**src/rtl/scope_capture_pkg.sv**
```systemverilog
// rtl/scope_capture_pkg.sv - shared states, mode codes and default widths for the scope capture path
package scope_capture_pkg;

  localparam int SAMPLE_W_DEF = 12;
  localparam int DEPTH_DEF    = 32;
  localparam int PRETRIG_DEF  = 8;

  typedef enum logic [2:0] {
    ST_IDLE  = 3'd0,
    ST_FILL  = 3'd1,
    ST_ARMED = 3'd2,
    ST_POST  = 3'd3,
    ST_HOLD  = 3'd4
  } cap_state_t;

  localparam logic [1:0] MODE_FREE   = 2'b00;
  localparam logic [1:0] MODE_NORMAL = 2'b01;
  localparam logic [1:0] MODE_SINGLE = 2'b10;

  // The unused code 11 behaves exactly like normal mode.
  function automatic logic [1:0] norm_mode(input logic [1:0] m);
    return (m == 2'b11) ? MODE_NORMAL : m;
  endfunction

endpackage

```
**src/rtl/level_crossing_det.sv**
```systemverilog
// rtl/level_crossing_det.sv - remembers the previous accepted sample and flags a rising threshold crossing
module level_crossing_det #(
  parameter int SAMPLE_W = 12
) (
  input  logic                dff_clock,
  input  logic                reset,
  input  logic                sample_valid,
  input  logic                freeze,
  input  logic [SAMPLE_W-1:0] sample,
  input  logic [SAMPLE_W-1:0] trig_level,
  output logic                cross_hit
);

  logic [SAMPLE_W-1:0] prev_sample;
  logic                prev_valid;

  // History advances in every state; only freeze and reset stop it.
  always_ff @(posedge dff_clock or posedge reset) begin
    if (reset) begin
      prev_sample <= '0;
      prev_valid  <= 1'b0;
    end else if (sample_valid && !freeze) begin
      prev_sample <= sample;
      prev_valid  <= 1'b1;
    end
  end

  assign cross_hit = prev_valid && (prev_sample < trig_level) && (sample >= trig_level);

endmodule

```
**src/rtl/capture_sequencer.sv**
```systemverilog
// rtl/capture_sequencer.sv - steers mic samples into a ring of slot registers and freezes trigger-aligned frames
module capture_sequencer
  import scope_capture_pkg::*;
#(
  parameter int SAMPLE_W = SAMPLE_W_DEF,
  parameter int DEPTH    = DEPTH_DEF,
  parameter int PRETRIG  = PRETRIG_DEF
) (
  input  logic                     dff_clock,
  input  logic                     reset,
  input  logic                     sample_valid,
  input  logic [SAMPLE_W-1:0]      sample,
  input  logic [SAMPLE_W-1:0]      trig_level,
  input  logic [1:0]               mode,
  input  logic                     arm,
  input  logic                     freeze,
  output logic [DEPTH-1:0]         slot_en,
  output logic [SAMPLE_W-1:0]      slot_d,
  output logic [$clog2(DEPTH)-1:0] start_ptr,
  output logic                     frame_done,
  output logic                     busy
);

  localparam int PTR_W    = $clog2(DEPTH);
  localparam int POST_LEN = DEPTH - PRETRIG;

  cap_state_t       state, state_d;
  logic [PTR_W-1:0] wr_ptr, wr_ptr_d;
  logic [PTR_W-1:0] cnt, cnt_d;
  logic [PTR_W-1:0] start_ptr_d;
  logic [1:0]       run_mode, run_mode_d;
  logic             write_en;
  logic             last_write;
  logic             cross_hit;
  logic [DEPTH-1:0] slot_dec;

  level_crossing_det #(
    .SAMPLE_W (SAMPLE_W)
  ) u_cross (
    .dff_clock    (dff_clock),
    .reset        (reset),
    .sample_valid (sample_valid),
    .freeze       (freeze),
    .sample       (sample),
    .trig_level   (trig_level),
    .cross_hit    (cross_hit)
  );

  always_ff @(posedge dff_clock or posedge reset) begin
    if (reset) begin
      state     <= ST_IDLE;
      wr_ptr    <= '0;
      cnt       <= '0;
      start_ptr <= '0;
      run_mode  <= MODE_FREE;
    end else begin
      state     <= state_d;
      wr_ptr    <= wr_ptr_d;
      cnt       <= cnt_d;
      start_ptr <= start_ptr_d;
      run_mode  <= run_mode_d;
    end
  end

  // Mode is sampled only when leaving IDLE/HOLD so a frame in flight never changes rules.
  always_comb begin
    state_d     = state;
    wr_ptr_d    = wr_ptr;
    cnt_d       = cnt;
    start_ptr_d = start_ptr;
    run_mode_d  = run_mode;
    write_en    = 1'b0;
    last_write  = 1'b0;
    if (!freeze) begin
      write_en = sample_valid &&
                 (state == ST_FILL || state == ST_ARMED || state == ST_POST);
      if (write_en) begin
        wr_ptr_d = wr_ptr + 1'b1;
      end
      case (state)
        ST_IDLE: begin
          if (norm_mode(mode) != MODE_SINGLE || arm) begin
            state_d    = ST_FILL;
            run_mode_d = norm_mode(mode);
            cnt_d      = '0;
          end
        end
        ST_FILL: begin
          if (write_en) begin
            if (cnt == PTR_W'(PRETRIG - 1)) begin
              state_d = ST_ARMED;
              cnt_d   = '0;
            end else begin
              cnt_d = cnt + 1'b1;
            end
          end
        end
        ST_ARMED: begin
          if (write_en && (run_mode == MODE_FREE || cross_hit)) begin
            start_ptr_d = wr_ptr - PTR_W'(PRETRIG);
            if (POST_LEN == 1) begin
              state_d    = ST_HOLD;
              last_write = 1'b1;
              cnt_d      = '0;
            end else begin
              state_d = ST_POST;
              cnt_d   = PTR_W'(1);
            end
          end
        end
        ST_POST: begin
          if (write_en) begin
            if (cnt == PTR_W'(POST_LEN - 1)) begin
              state_d    = ST_HOLD;
              last_write = 1'b1;
              cnt_d      = '0;
            end else begin
              cnt_d = cnt + 1'b1;
            end
          end
        end
        ST_HOLD: begin
          if (norm_mode(mode) != MODE_SINGLE || arm) begin
            state_d    = ST_FILL;
            run_mode_d = norm_mode(mode);
            cnt_d      = '0;
          end
        end
        default: begin
          state_d = ST_IDLE;
        end
      endcase
    end
  end

  always_comb begin
    slot_dec         = '0;
    slot_dec[wr_ptr] = 1'b1;
  end

  // Bank strobes are registered so the write lands one cycle after the sample strobe.
  always_ff @(posedge dff_clock or posedge reset) begin
    if (reset) begin
      slot_en    <= '0;
      slot_d     <= '0;
      frame_done <= 1'b0;
    end else begin
      slot_en    <= write_en ? slot_dec : '0;
      frame_done <= last_write;
      if (write_en) begin
        slot_d <= sample;
      end
    end
  end

  assign busy = (state == ST_FILL) || (state == ST_ARMED) || (state == ST_POST);

endmodule

```
**config.mk**
```make
export PLATFORM = sky130hd
export DESIGN_NAME = capture_sequencer
export DESIGN_NICKNAME = d
export VERILOG_FILES = /design/src/rtl/scope_capture_pkg.sv /design/src/rtl/level_crossing_det.sv /design/src/rtl/capture_sequencer.sv
export SDC_FILE = /design/constraint.sdc
export NUM_CORES = 1
export LEC_CHECK = 0
export ABC_AREA = 1
export CAP_MARGIN = 40
export CORE_ASPECT_RATIO = 1.2
export CORE_MARGIN = 4
export CORE_UTILIZATION = 30
export DETAILED_ROUTE_END_ITERATION = 10
export PLACE_DENSITY_LB_ADDON = 0.2
export SLEW_MARGIN = 20
export SYNTH_ARGS = -nofsm -noshare
export SYNTH_HDL_FRONTEND = slang
export SYNTH_SLANG_ARGS = --single-unit
```
**constraint.sdc**
```tcl
create_clock -name dff_clock -period 5.3 [get_ports dff_clock]
set_clock_uncertainty 0.15 [all_clocks]
set_input_delay 1.325 -clock dff_clock [delete_from_list [all_inputs] [get_ports dff_clock]]
set_output_delay 1.325 -clock dff_clock [all_outputs]
set_load 0.02 [all_outputs]
```
Word level (Yosys, flattened, before mapping)
Index checks and enable logic that the tools add are counted.

storage, ports and cells
  bits of input ports = 31
  register bits = 78
  word-level logic and storage cells = 75
  output and inout bits = 51

cells by class
  muxes and demuxes = 23
  magnitude comparators = 4
  bitwise logic cells = 1
  reductions and logical operators = 20
  equal/unequal tests = 14
  add/subtract/negate cells = 3

operator list
  operator               count
  $mux W32               1
  $mux W5                6
  $pmux W5 S4            1
  $mux W3                6
  $ge A12 B12 Y1         1
  $lt A12 B12 Y1         1
  $ne A2 B1 Y1 const B   6
  $pmux W3 S4            1
  $add A5 B1 Y5 const B  2
  $reduce_and A7 Y1      1
  $eq A3 B2 Y1 const B   2
  $logic_and A1 B1 Y1    6
  $lt A5 B6 Y1 const B   1
  $mux W1                6
  $reduce_and A3 Y1      2
  $reduce_and A6 Y1      1
  $demux W1 S5           1
  $eq A5 B3 Y1 const B   1
  $eq A5 B5 Y1 const B   1
  $ge A5 B1 Y1 const B   1
  $sub A5 B4 Y5 const B  1
  $logic_or A1 B1 Y1     4
  $reduce_bool A4 Y1     1
  $eq A3 B1 Y1 const B   1
  10 further kinds       10

Longest topological paths before layout
Gate-level depths: netlist of run 1.

  depth after elaboration = 7
  mapped depth = 16
  mapped depth without buffers = 16

Hierarchy
From an unflattened synthesis of run 1, not the netlist that was laid out.

second synthesis, totals
  cells, all modules = 433
  area, all modules = 3843.7 sq um

by module, submodules not included
  module              seq. area each (sq um)  times used  cells an instance  area an instance (sq um)
  capture_sequencer   1626.6                  1           296                2717.6
  level_crossing_det  325.3                   1           137                1126.1

Worst setup path after synthesis of run 1
Ideal clock, no wire load.

  path kind = input to register
  from = in trig_level[5]
  to = reg cnt[3]
  buffers on the path = 0
  arrival time = 2509 ps
  setup time = 117 ps
  slack = 2524 ps
  required time = 5033 ps
  stages = 16
  path through = inv_1 -> ha_1 -> nand2_1 -> nand2_1 -> nand2_1 -> nand2_1 -> nand2_1 -> nand2_1 -> a21oi_1 -> nand2_1 -> nand2_2 -> nand2_1 -> nand2_4 -> nand2_2 -> nand2_1 -> nand2_1

on the way
  longest elaborated chain between the ends = 7
  elaborated cells between the ends (all ways) = 8
  classes of those cells = 2 x order compare; 1 x eq/ne; 5 x reduce/logical

RTL lines
  element                                 line                      source
  start: declaration                      capture_sequencer.sv:13   input logic [SAMPLE_W-1:0] trig_level,
  $lt A12 B12 Y1                          level_crossing_det.sv:28  assign cross_hit = prev_valid && (prev_sample < trig_level) && (sample >= trig_level);
  $logic_and A1 B1 Y1                     level_crossing_det.sv:28
  $logic_and A1 B1 Y1 (*)                 level_crossing_det.sv:28
  $logic_or A1 B1 Y1 (*)                  capture_sequencer.sv:99   if (write_en && (run_mode == MODE_FREE || cross_hit)) begin
  $logic_and A1 B1 Y1 (*)                 capture_sequencer.sv:99
  $ne A2 B1 Y1 (no source line) (*)       --
  $reduce_and A6 Y1 (no source line) (*)  --
  end signal: assignment                  capture_sequencer.sv:59   cnt <= cnt_d;
  end: declaration                        capture_sequencer.sv:29   logic [PTR_W-1:0] cnt, cnt_d;

Mark *: on every way between the ends. The rest lies on a longest branch, timed or not.
A chain may end at the register's enable or synchronous reset.

Worst setup path after layout of run 1
  from = reg state[1]
  to = out busy

on the way
  longest elaborated chain between the ends = 3
  elaborated cells between the ends (all ways) = 5
  classes of those cells = 3 x eq/ne; 2 x reduce/logical

RTL lines
  element                                              line                      source
  start: declaration                                   capture_sequencer.sv:27   cap_state_t state, state_d;
  start signal: assignment                             capture_sequencer.sv:57   state <= state_d;
  $eq A3 B1 Y1 / $eq A3 B2 Y1 (equally long branches)  capture_sequencer.sv:156  assign busy = (state == ST_FILL) || (state == ST_ARMED) || (state == ST_POST);
  $logic_or A1 B1 Y1                                   capture_sequencer.sv:156
  $logic_or A1 B1 Y1 (*)                               capture_sequencer.sv:156
  end: declaration                                     capture_sequencer.sv:21   output logic busy

Marks and branches as above.

==> results of run 1 <==
[cell type report]
type,count,share of cell area
Clock buffer,10,0.0458
Clock inverter,6,0.00925
Inverter,52,0.0403
Multi-Input combinational cell,271,0.307
Sequential cell,78,0.390
Tap cell,161,0.0403
Timing Repair Buffer,83,0.168
[per-stage QoR]
step	cells	utilization
global placement	644	0.389
detailed placement	645	0.390
CTS	661	0.413
global route	661	0.413
floorplan	405	-
finish	661	0.413
[critical path: cells and delay by family (launching register included)]
family	cells	cell delay, ns
buffers and inverters	1	0.64
flip-flops	1	0.42
AND/OR/NAND/NOR	2	0.24
[final timing paths]
| path | slack [ns] | from | cells past startpoint | to |
|---|---|---|---|---|
| min in group asynchronous | 1.17 | reset | 2 | cnt[0]$_DFFE_PP0P_ |
| worst max register to register | 3.36 | u_cross.prev_sample[5]$_DFFE_PP0P_ | 15 | cnt[0]$_DFFE_PP0P_ |
| worst min register to register | 0.30 | u_cross.prev_valid$_DFFE_PP0P_ | 2 | u_cross.prev_valid$_DFFE_PP0P_ |
| worst min-delay path | 0.30 | u_cross.prev_valid$_DFFE_PP0P_ | 2 | u_cross.prev_valid$_DFFE_PP0P_ |
| max in group asynchronous | 3.15 | reset | 3 | u_cross.prev_sample[6]$_DFFE_PP0P_ |
| worst max-delay path | 2.20 | state[1]$_DFFE_PP0P_ | 3 | busy |
[synthesized netlist by cell type, types with 2 or more instances]
cell,count
a21oi_1,16
nand3_1,12
xor2_1,5
o21ai_1,5
nand2_2,5
or2_2,2
inv_1,50
dfrtp_1,78
nand3_2,2
o21ai_0,27
ha_1,32
clkbuf_1,4
nor3b_1,2
nor3_1,4
nor2_2,3
nand2_4,3
nand2_1,100
nor2_1,44
nor2_4,3
[layer usage]
| metal | global-route usage | up-vias | routed length, um |
|---|---|---|---|
| met5 | 0 | - | 0 |
| met4 | 0.0602 | 0 | 198 |
| met3 | 0.0322 | 17 | 458 |
| met2 | 0.209 | 70 | 3880 |
| met1 | 0.149 | 1299 | 3470 |
| li1 | - | 1463 | - |
[flip-flops by register name, summed over array words and instances, names as in the netlist]
signal,flops
cnt,5
frame_done,1
run_mode,2
slot_d,12
slot_en,32
start_ptr,5
state,3
u_cross.prev_sample,12
u_cross.prev_valid,1
wr_ptr,5
[cells by family (layout without fill, tap and decap cells)]
kind of cell / after synthesis / after routing / synth area share
and+or+nand+nor: 184 / 184 / 0.220
DFF: 78 / 78 / 0.527
buffers and inverters: 56 / 151 / 0.0581
AOI/OAI and AO/OA: 50 / 50 / 0.0744
adders and majority gates: 32 / 32 / 0.108
xor gates and xnor gates: 5 / 5 / 0.0118
[power by group]
part | leakage, nW | total [W] | switching [W] | internal [W]
Combinational | 1.28 | 0.000724 | 0.000427 | 0.000297
Clock | 0.129 | 0.000565 | 0.000246 | 0.000319
Sequential | 1.02 | 0.000816 | 0.0000977 | 0.000718
==> metrics.md, run 1 <==
| Metric | Value |
|---|---|
| I/O pin count | 82 |
| Vias per cell | 4.31 |
| Async set or reset register ratio after synthesis | 1.00 |
| Layout cells sized above 1 | 0.0820 |
| Fin. max-slew vios | 0 |
| FMAX | 322 MHz |
| Clk sinks | 78 |
| Setup Buffers After CTS | 0 |
| Sequential-to-total area share from yosys stat | 0.527 |
| Relative slew slack | 0.568 |
| Iteration count of the initial detailed-routing pass | 4 |
| Yosys top cell area share | 0.527 |
| Pleak | 2.43 nW |
| DR WL/cell | roughly 12 um |
| Global route total overflow | 0 |
| Status | finished clean |
| Pwr per Cell Area | 421 nW/um2 |
| CTS tree | yes |
| Worst setup margin | 2.20 ns |
| Drt total wl | 8000 um |
| Critical Path Start Type | flip-flop |
| TNS Setup | 0 ns |
| Maxcap violations | 0 |
| Hpwl dp | 6230 um |
| Synth Flop Type | dfrtp_1 |
| Footprint of the multi-input gates | 1540 um2 |
| PortBufs | slightly above 80 |
| Pre-CTS WS | 1.84 ns |
| Tot GR Track Use | 0.125 |
| Syn nets | 468 |
| DR vias | 2849 |
| Die area | 14200 um2 |
| H-Tree Depth | 3 |
| Slowest stage delay, CP | 0.64 ns |
| WP data required | 3.83 ns |
| Most frequent cells in the layout | nand2_1 (100), clkdlybuf4s50_1 (81), dfrtp_1 (78) |
| Initial DRC count | 83 |
| Initial core utilization | 0.306 |
| CP dominant cell by count | nor2_2 |
| Design Power | between 0.002 and 0.0025 W |
| Fillers | 1222 |
| Slowest stage cell, crit path | clkdlybuf4s50_1 |
| Largest net degree at the start of global routing | 32 |
| # resized after CTS | 0 |
| Number of antenna diodes | 0 |
| Register area | roughly 2000 um2 |
| Synth Register Bits | 78 |
| Core area | 12100 um2 |
| Fin. Hold Viols | 0 |
| Mapped cell area | roughly 3700 um2 |
| Root Buffer | clkbuf_16 |
| Syn Inst Count | 405 |
| TritonCTS Buffers | 9 |
| WP data arrival | 1.63 ns |
| Die Y | between 100 and 150 um |
| Worst-margin pin slew | between 0.6 and 0.7 ns |
| RSZ-0062 raised after global routing | false |
| Commonest non-fill, non-tap cell in the layout | nand2_1 |
| Part of the cycle the worst path needs | 0.585 |
| Drt drc | 0 |
| Placed Area | around 4700 um2 |
| Yosys top cell by area | dfrtp_1 |
| Worst-path fanout max | 4 |
| Post-synthesis cell type count | 27 |
| Number of flops mapped to enable cells by yosys | 0 |
| Total Nets Final | 558 |
| Placer Congestion | 0.828 |
| Crit path time final | 3.10 ns |
| Detail Route Antenna Nets | 0 |
| Hold WC Path Type | flip-flop to flip-flop |
| First-pass GRT wire length | 13700 um |
| Clock transition at the registers of the reported paths | 0.06 ns |
| Syn. warnings | 0 |
| Post-CTS Hold Fix Bufs | 0 |
| Setup Viol. Count Final | 0 |
| Peak supply drop | 203 uV |
| Vias in the first global route | 2985 |
| Synth area leaders | dfrtp_1 (53%), ha_1 (11%), nand2_1 (10%) |
| CP Capture Type | output pin |
| Worst skew pair latency | 0.33 ns |
| Die width | 109 um |
| Critical path, cell by cell | nor2_2 -> nor2_2 -> clkdlybuf4s50_1 |
| Initial antenna violation count | 0 |
| Critical path class | flip-flop to output pin |
| Fin Hold WS | 0.304 ns |
| Post-Syn Area per Cell | 9.14 um2 |
| Clk buf depth | 2 |
| Area grow syn2layout | 35.1% |
| Post-route cell area | approximately 5000 um2 |
| Row count | 44 |
Note: power is estimated with default switching activity, not from simulation.
==> run 2, diff against run 1 <==
==> constraint.sdc (replaced) <==
create_clock -name dff_clock -period 2.77 [get_ports dff_clock]
set_clock_uncertainty 0.15 [all_clocks]
set_input_delay 0.6925 -clock dff_clock [delete_from_list [all_inputs] [get_ports dff_clock]]
set_output_delay 0.6925 -clock dff_clock [all_outputs]
set_load 0.02 [all_outputs]
==> metrics.md, run 2 (synthesis gave the netlist of run 1 again) <==
| Metric | Value |
|---|---|
| PortBufs | 81 (unchanged) |
| Final Non-Filler Cells | 662 (+0.15%) |
| Setup Viol. Count Final | 0 (unchanged) |
| # placed instances | 646 (+0.16%) |
| DR WL/cell | 12.0 um (-0.51%) |
| Crit path time final | 2.50 ns |
| Pleak | 2.45 nW (+0.63%) |
| Design Power | 0.00414 W (+97%) |
| WP data required | 1.93 ns (-1.90 ns) |
| Die Y | 130 um (unchanged) |
| Vias per cell | 4.27 (-0.82%) |
| Area grow syn2layout | 35.9% |
| TritonCTS Buffers | 9 (unchanged) |
| Met3 Usage GRT | 0.0218 (-0.0104) |
| Critical Path Start Type | flip-flop |
| WP data arrival | 1.66 ns (+0.03 ns) |
| Pwr per Cell Area | 824 nW/um2 (+96%) |
| Largest register FFs | 32 (unchanged) |
| Pint | 0.00265 W (+99%) |
| Clk sinks | 78 (unchanged) |
| Root Buffer | clkbuf_16 |
| Worst-margin pin slew | 0.664 ns (+0.0166 ns) |
| Part of the cycle the worst path needs | 0.902 |
| # resized after CTS | 0 (unchanged) |
| Hold WC Path Type | flip-flop to flip-flop |
| First-pass GRT wire length | 13600 um (-1.2%) |
| Biggest register | slot_en |
| Relative slew slack | 0.557 (-0.0111) |
| Flop2flop setup slack | 0.80 ns (-2.56 ns) |
| Drt total wl | 7970 um (-0.36%) |
| Peak supply drop | 443 uV (+120%) |
| Drt drc | 0 (unchanged) |
| FMAX | 400 MHz |
| Largest net degree at the start of global routing | 44 (+38%) |
| Initial DRC count | 99 (+19%) |
| Number of antenna diodes | 0 (unchanged) |
| NetSw | 0.00149 W (+93%) |
| Die width | 109 um (unchanged) |
| Post-CTS Hold Fix Bufs | 0 (unchanged) |
| I/O pin count | 82 (unchanged) |
| Sequential share of power | 0.377 (-0.010) |
| CP Capture Type | output pin |
| DR vias | 2830 (-0.67%) |
| Met2 usage | 0.211 (+0.00216) |
| Footprint of the multi-input gates | 1540 um2 (unchanged) |
| Placer Congestion | 0.800 (-3.4%) |
| TNS Setup | 0 ns (unchanged) |
| Layout cells sized above 1 | 0.0858 (+0.00383) |
| Tot GR Track Use | 0.122 (-0.00255) |
| Initial core utilization | 0.306 (unchanged) |
| Detail Route Antenna Nets | 0 (unchanged) |
| Core area | 12100 um2 (unchanged) |
| Vias in the first global route | 2843 (-4.8%) |
| RSZ-0062 raised after global routing | false |
| Fin. max-slew vios | 0 (unchanged) |
| Clock Power Share | 0.288 (+0.019) |
| Iteration count of the initial detailed-routing pass | 4 (unchanged) |
| Clock transition at the registers of the reported paths | 0.06 ns (about the same) |
| Fin. Hold Viols | 0 (unchanged) |
| Total Nets Final | 559 (+0.18%) |
| Switch share | 0.360 (-0.00645) |
| Setup Buffers After CTS | 0 (unchanged) |
| Worst-path fanout max | 4 (unchanged) |
| Row count | 44 (unchanged) |
| Critical path class | flip-flop to output pin |
| Fillers | 1215 (-0.57%) |
| Initial antenna violation count | 0 (unchanged) |
| Met1 GRT Util | 0.148 (-0.000701) |
| GRT busiest layer | met2 |
| Most frequent cells in the layout | nand2_1 (100), clkdlybuf4s50_1 (81), dfrtp_1 (78) |
| Die area | 14200 um2 (unchanged) |
| Commonest non-fill, non-tap cell in the layout | nand2_1 |
| CTS tree | yes |
| Hpwl dp | 6230 um (-0.11%) |
| Register area | 1950 um2 (unchanged) |
| Biggest regs | slot_en x32, slot_d x12, u_cross.prev_sample x12 |
| Status | finished clean |
| Global route total overflow | 0 (unchanged) |
| Clk buf depth | 2 (unchanged) |
| H-Tree Depth | 3 (unchanged) |
| Worst skew pair latency | 0.33 ns (about the same) |
| Maxcap violations | 0 (unchanged) |
| Combinational Power Share | 0.335 (-0.009) |
run 2: cell count changes in the layout (fill, tap and decap cells not counted), sizes merged:
| cell | delta |
|---|---|
| buf | +1 |
| inv | +2 |
| bufinv | +1 |
| clkinv | -2 |
| clkbuf | -1 |
run 2: stage by stage:
| step | util | area [um2] | setup WS, ns | hold WS (ns) |
|---|---|---|---|---|
| after floorplan | - | 3710 | 0.627 | 0.273 |
| after global placement | 0.390 | 4730 | -0.0177 | 0.292 |
| after detailed placement | 0.390 | 4730 | -0.0679 | 0.295 |
| after CTS | 0.415 | 5030 | 0.242 | 0.310 |
| after global routing | 0.415 | 5030 | 0.0628 | 0.351 |
| final | 0.415 | 5030 | 0.271 | 0.305 |
run 2: final timing paths:
check / start / to / depth (start not counted)
max: state[1]$_DFFE_PP0P_ / busy / 3
min: u_cross.prev_valid$_DFFE_PP0P_ / u_cross.prev_valid$_DFFE_PP0P_ / 2
max reg2reg: u_cross.prev_sample[7]$_DFFE_PP0P_ / cnt[3]$_DFFE_PP0P_ / 13
min reg2reg: u_cross.prev_valid$_DFFE_PP0P_ / u_cross.prev_valid$_DFFE_PP0P_ / 2
max in group asynchronous: reset / slot_d[5]$_DFFE_PP0P_ / 3
min in group asynchronous: reset / slot_en[16]$_DFF_PP0_ / 3
run 2: layer usage:
layer  share of wire  up-vias  wire length, um
met3           0.048       11              386
met1            0.43     1286             3440
met5               0        -                0
li1                -     1458                -
met4           0.014        0              109
met2            0.51       75             4040
run 2: layout make-up:
| class | instances | share of cell area |
|---|---|---|
| Clock buffer | 9 | 0.0448 |
| Inverter | 52 | 0.0405 |
| Sequential cell | 78 | 0.388 |
| Tap cell | 161 | 0.0400 |
| Multi-Input combinational cell | 271 | 0.305 |
| Clock inverter | 7 | 0.0159 |
| Timing Repair Buffer | 84 | 0.166 |
run 2: worst max-delay path, cell delays in order, from the launching register on:
cell and delay, ns:
dfrtp_1 0.44, nor2_2 0.08, nor2_2 0.17, clkdlybuf4s50_1 0.64
run 2: power groups by stage:
stage	Clock (W)	Sequential, W	Combinational [W]
after floorplan	0	0.00168	0.000763
after global placement	0	0.00158	0.00140
after detailed placement	0	0.00159	0.00141
after CTS	0.00123	0.00157	0.00142
after global routing	0.00128	0.00160	0.00157
final	0.00119	0.00156	0.00139
==> run 3, diff against run 2 <==
--- a/config.mk
+++ b/config.mk
@@ -9,7 +9,7 @@
 export CAP_MARGIN = 40
 export CORE_ASPECT_RATIO = 1.2
 export CORE_MARGIN = 4
-export CORE_UTILIZATION = 30
+export CORE_UTILIZATION = 46
 export DETAILED_ROUTE_END_ITERATION = 10
 export PLACE_DENSITY_LB_ADDON = 0.2
 export SLEW_MARGIN = 20
==> metrics.md, run 3 (synthesis gave the netlist of run 1 again) <==
| Metric | Value |
|---|---|
| Drt drc | 0 (unchanged) |
| WP data arrival | 1.69 ns (+0.03 ns) |
| Global route total overflow | 0 (unchanged) |
| Initial DRC count | 79 (-20%) |
| RSZ-0062 raised after global routing | false |
| NetSw | 0.00143 W (-4.2%) |
| FMAX | 394 MHz (-1.4%) |
| DR WL/cell | 12.5 um (+3.8%) |
| TritonCTS Buffers | 9 (unchanged) |
| Critical path, cell by cell | nor2_2 -> nor2_2 -> clkdlybuf4s50_1 |
| Critical path class | flip-flop to output pin |
| Clock transition at the registers of the reported paths | 0.08 ns (+0.02 ns) |
| Pleak | 2.40 nW (-2.1%) |
| Biggest regs | slot_en x32, slot_d x12, u_cross.prev_sample x12 |
| PortBufs | 81 (unchanged) |
| Post-CTS Hold Fix Bufs | 0 (unchanged) |
| Pre-CTS WS | -0.0261 ns (+0.0418 ns) |
| H-Tree Depth | 3 (unchanged) |
| Util after Layout | 0.625 (+0.209) |
| Relative slew slack | 0.560 (+0.00283) |
| Pwr per Cell Area | 783 nW/um2 (-5.0%) |
| Clk sinks | 78 (unchanged) |
| Fin. Hold Viols | 0 (unchanged) |
| Initial core utilization | 0.478 (+0.172) |
| Vias per cell | 4.79 (+12%) |
| Placer Congestion | 0.878 (+9.8%) |
| Largest net degree at the start of global routing | 79 (+80%) |
| Number of antenna diodes | 0 (unchanged) |
| Worst setup margin | 0.234 ns (-0.0367 ns) |
| Worst skew pair latency | 0.36 ns (+0.03 ns) |
| Hpwl dp | 5550 um (-11%) |
| Initial antenna violation count | 0 (unchanged) |
| Switch share | 0.377 (+0.0173) |
| Slowest stage delay, CP | 0.65 ns (about the same) |
| Core area | 7750 um2 (-36%) |
| Largest register FFs | 32 (unchanged) |
| Fillers | 686 (-44%) |
| Fin Hold WS | 0.321 ns (+0.0160 ns) |
| Part of the cycle the worst path needs | 0.916 (+0.0132) |
| Design Power | 0.00379 W (-8.6%) |
| Pint | 0.00236 W (-11%) |
| DR vias | 2833 (+0.11%) |
| Critical path's top delay family | buffers and inverters |
| Area grow syn2layout | 30.8% |
| Footprint of the multi-input gates | 1540 um2 (unchanged) |
| CP Capture Type | output pin |
| CP dominant cell by count | nor2_2 |
| Combinational Power Share | 0.367 (+0.032) |
| Sequential share of power | 0.409 (+0.032) |
| Setup Buffers After CTS | 0 (unchanged) |
| Critical Path Start Type | flip-flop |
| Hold WC Path Type | flip-flop to flip-flop |
| Register area | 1950 um2 (unchanged) |
| Drt total wl | 7400 um (-7.2%) |
| Slowest stage cell, crit path | clkdlybuf4s50_1 |
| Crit path time final | 2.54 ns (+0.0367 ns) |
| Most frequent cells in the layout | nand2_1 (100), clkdlybuf4s50_1 (81), dfrtp_1 (78) |
| Root Buffer | clkbuf_8 |
| Worst-path fanout max | 4 (unchanged) |
| Status | finished clean |
| # resized after CTS | 0 (unchanged) |
| Setup Viol. Count Final | 0 (unchanged) |
| Clock Power Share | 0.225 (-0.063) |
| Tot GR Track Use | 0.163 (+0.0406) |
| Die width | 89.9 um (-18%) |
| Vias in the first global route | 2786 (-2.0%) |
| Biggest register | slot_en |
| First-pass GRT wire length | 12600 um (-7.1%) |
| Clk buf depth | 2 (unchanged) |
| Commonest non-fill, non-tap cell in the layout | nand2_1 |
| Die area | 9550 um2 (-33%) |
| Fin. max-slew vios | 0 (unchanged) |
| Iteration count of the initial detailed-routing pass | 4 (unchanged) |
| Worst path buffer plus inverter count | 1 (unchanged) |
| Detail Route Antenna Nets | 0 (unchanged) |
| Worst-margin pin slew | 0.660 ns (-0.00424 ns) |
| Die Y | 106 um (-18%) |
| Maxcap violations | 0 (unchanged) |
| Peak supply drop | 395 uV (-11%) |
| Row count | 35 (-20%) |
| WP data required | 1.93 ns (about the same) |
| CTS tree | yes |
| Layout cells sized above 1 | 0.0840 (-0.00183) |
| I/O pin count | 82 (unchanged) |
| Total Nets Final | 558 (-0.18%) |
-- run 3: worst reg2reg max path, cell delays in order, from the launching register on --
cell and delay, ns:
dfrtp_1 0.39, ha_1 0.29, nand2_1 0.07, nand2_1 0.04, nand2_1 0.05, nand2_1 0.05, nand2_1 0.06, nand2_1 0.04
a21oi_1 0.10, nand2_1 0.08, nand2_2 0.07, nand2_1 0.09, nand2_4 0.12, nand2_2 0.10, nand2_1 0.08, nand2_1 0.05
-- run 3: layout make-up --
cell class                      count  area share
Clock buffer                        9      0.0256
Clock inverter                      7      0.0150
Inverter                           52      0.0421
Multi-Input combinational cell    271       0.317
Sequential cell                    78       0.403
Tap cell                           92      0.0238
Timing Repair Buffer               83       0.173
-- run 3: path summary, 6_finish.rpt --
| check | start | end | slack, ns | cells past startpoint |
|---|---|---|---|---|
| max in group asynchronous | reset | wr_ptr[1]$_DFFE_PP0P_ | 1.50 | 3 |
| max reg2reg | u_cross.prev_sample[5]$_DFFE_PP0P_ | cnt[3]$_DFFE_PP0P_ | 0.83 | 15 |
| min reg2reg | u_cross.prev_valid$_DFFE_PP0P_ | u_cross.prev_valid$_DFFE_PP0P_ | 0.32 | 2 |
| max | state[0]$_DFFE_PP0P_ | busy | 0.23 | 3 |
| min | u_cross.prev_valid$_DFFE_PP0P_ | u_cross.prev_valid$_DFFE_PP0P_ | 0.32 | 2 |
| min in group asynchronous | reset | slot_en[21]$_DFF_PP0_ | 0.64 | 3 |
-- run 3: per-layer routing --
layer | wire [um] | share of wire | up-vias | track usage
li1 | - | - | 1453 | -
met1 | 3220 | 0.44 | 1292 | 0.189
met2 | 3640 | 0.49 | 73 | 0.289
met3 | 365 | 0.049 | 15 | 0.0318
met4 | 170 | 0.023 | 0 | 0.0788
met5 | 0 | 0 | - | 0
-- run 3: stage by stage --
| stage | setup TNS (ns) | cell area, um2 | instances |
|---|---|---|---|
| 2_1_floorplan | 0 | 3710 | 405 |
| 3_3_place_gp | 0 | 4640 | 576 |
| 3_5_place_dp | -0.118 | 4640 | 576 |
| 4_1_cts | 0 | 4840 | 592 |
| 5_1_grt | 0 | 4840 | 592 |
| 6_report | 0 | 4840 | 592 |
-- run 3: power groups by stage --
stage | Clock (W) | Combinational [W] | Sequential [W]
final | 0.000851 | 0.00139 | 0.00155
after global placement | 0 | 0.00138 | 0.00156
after floorplan | 0 | 0.000763 | 0.00168
after global routing | 0.000921 | 0.00156 | 0.00159
after CTS | 0.000883 | 0.00141 | 0.00155
after detailed placement | 0 | 0.00140 | 0.00157
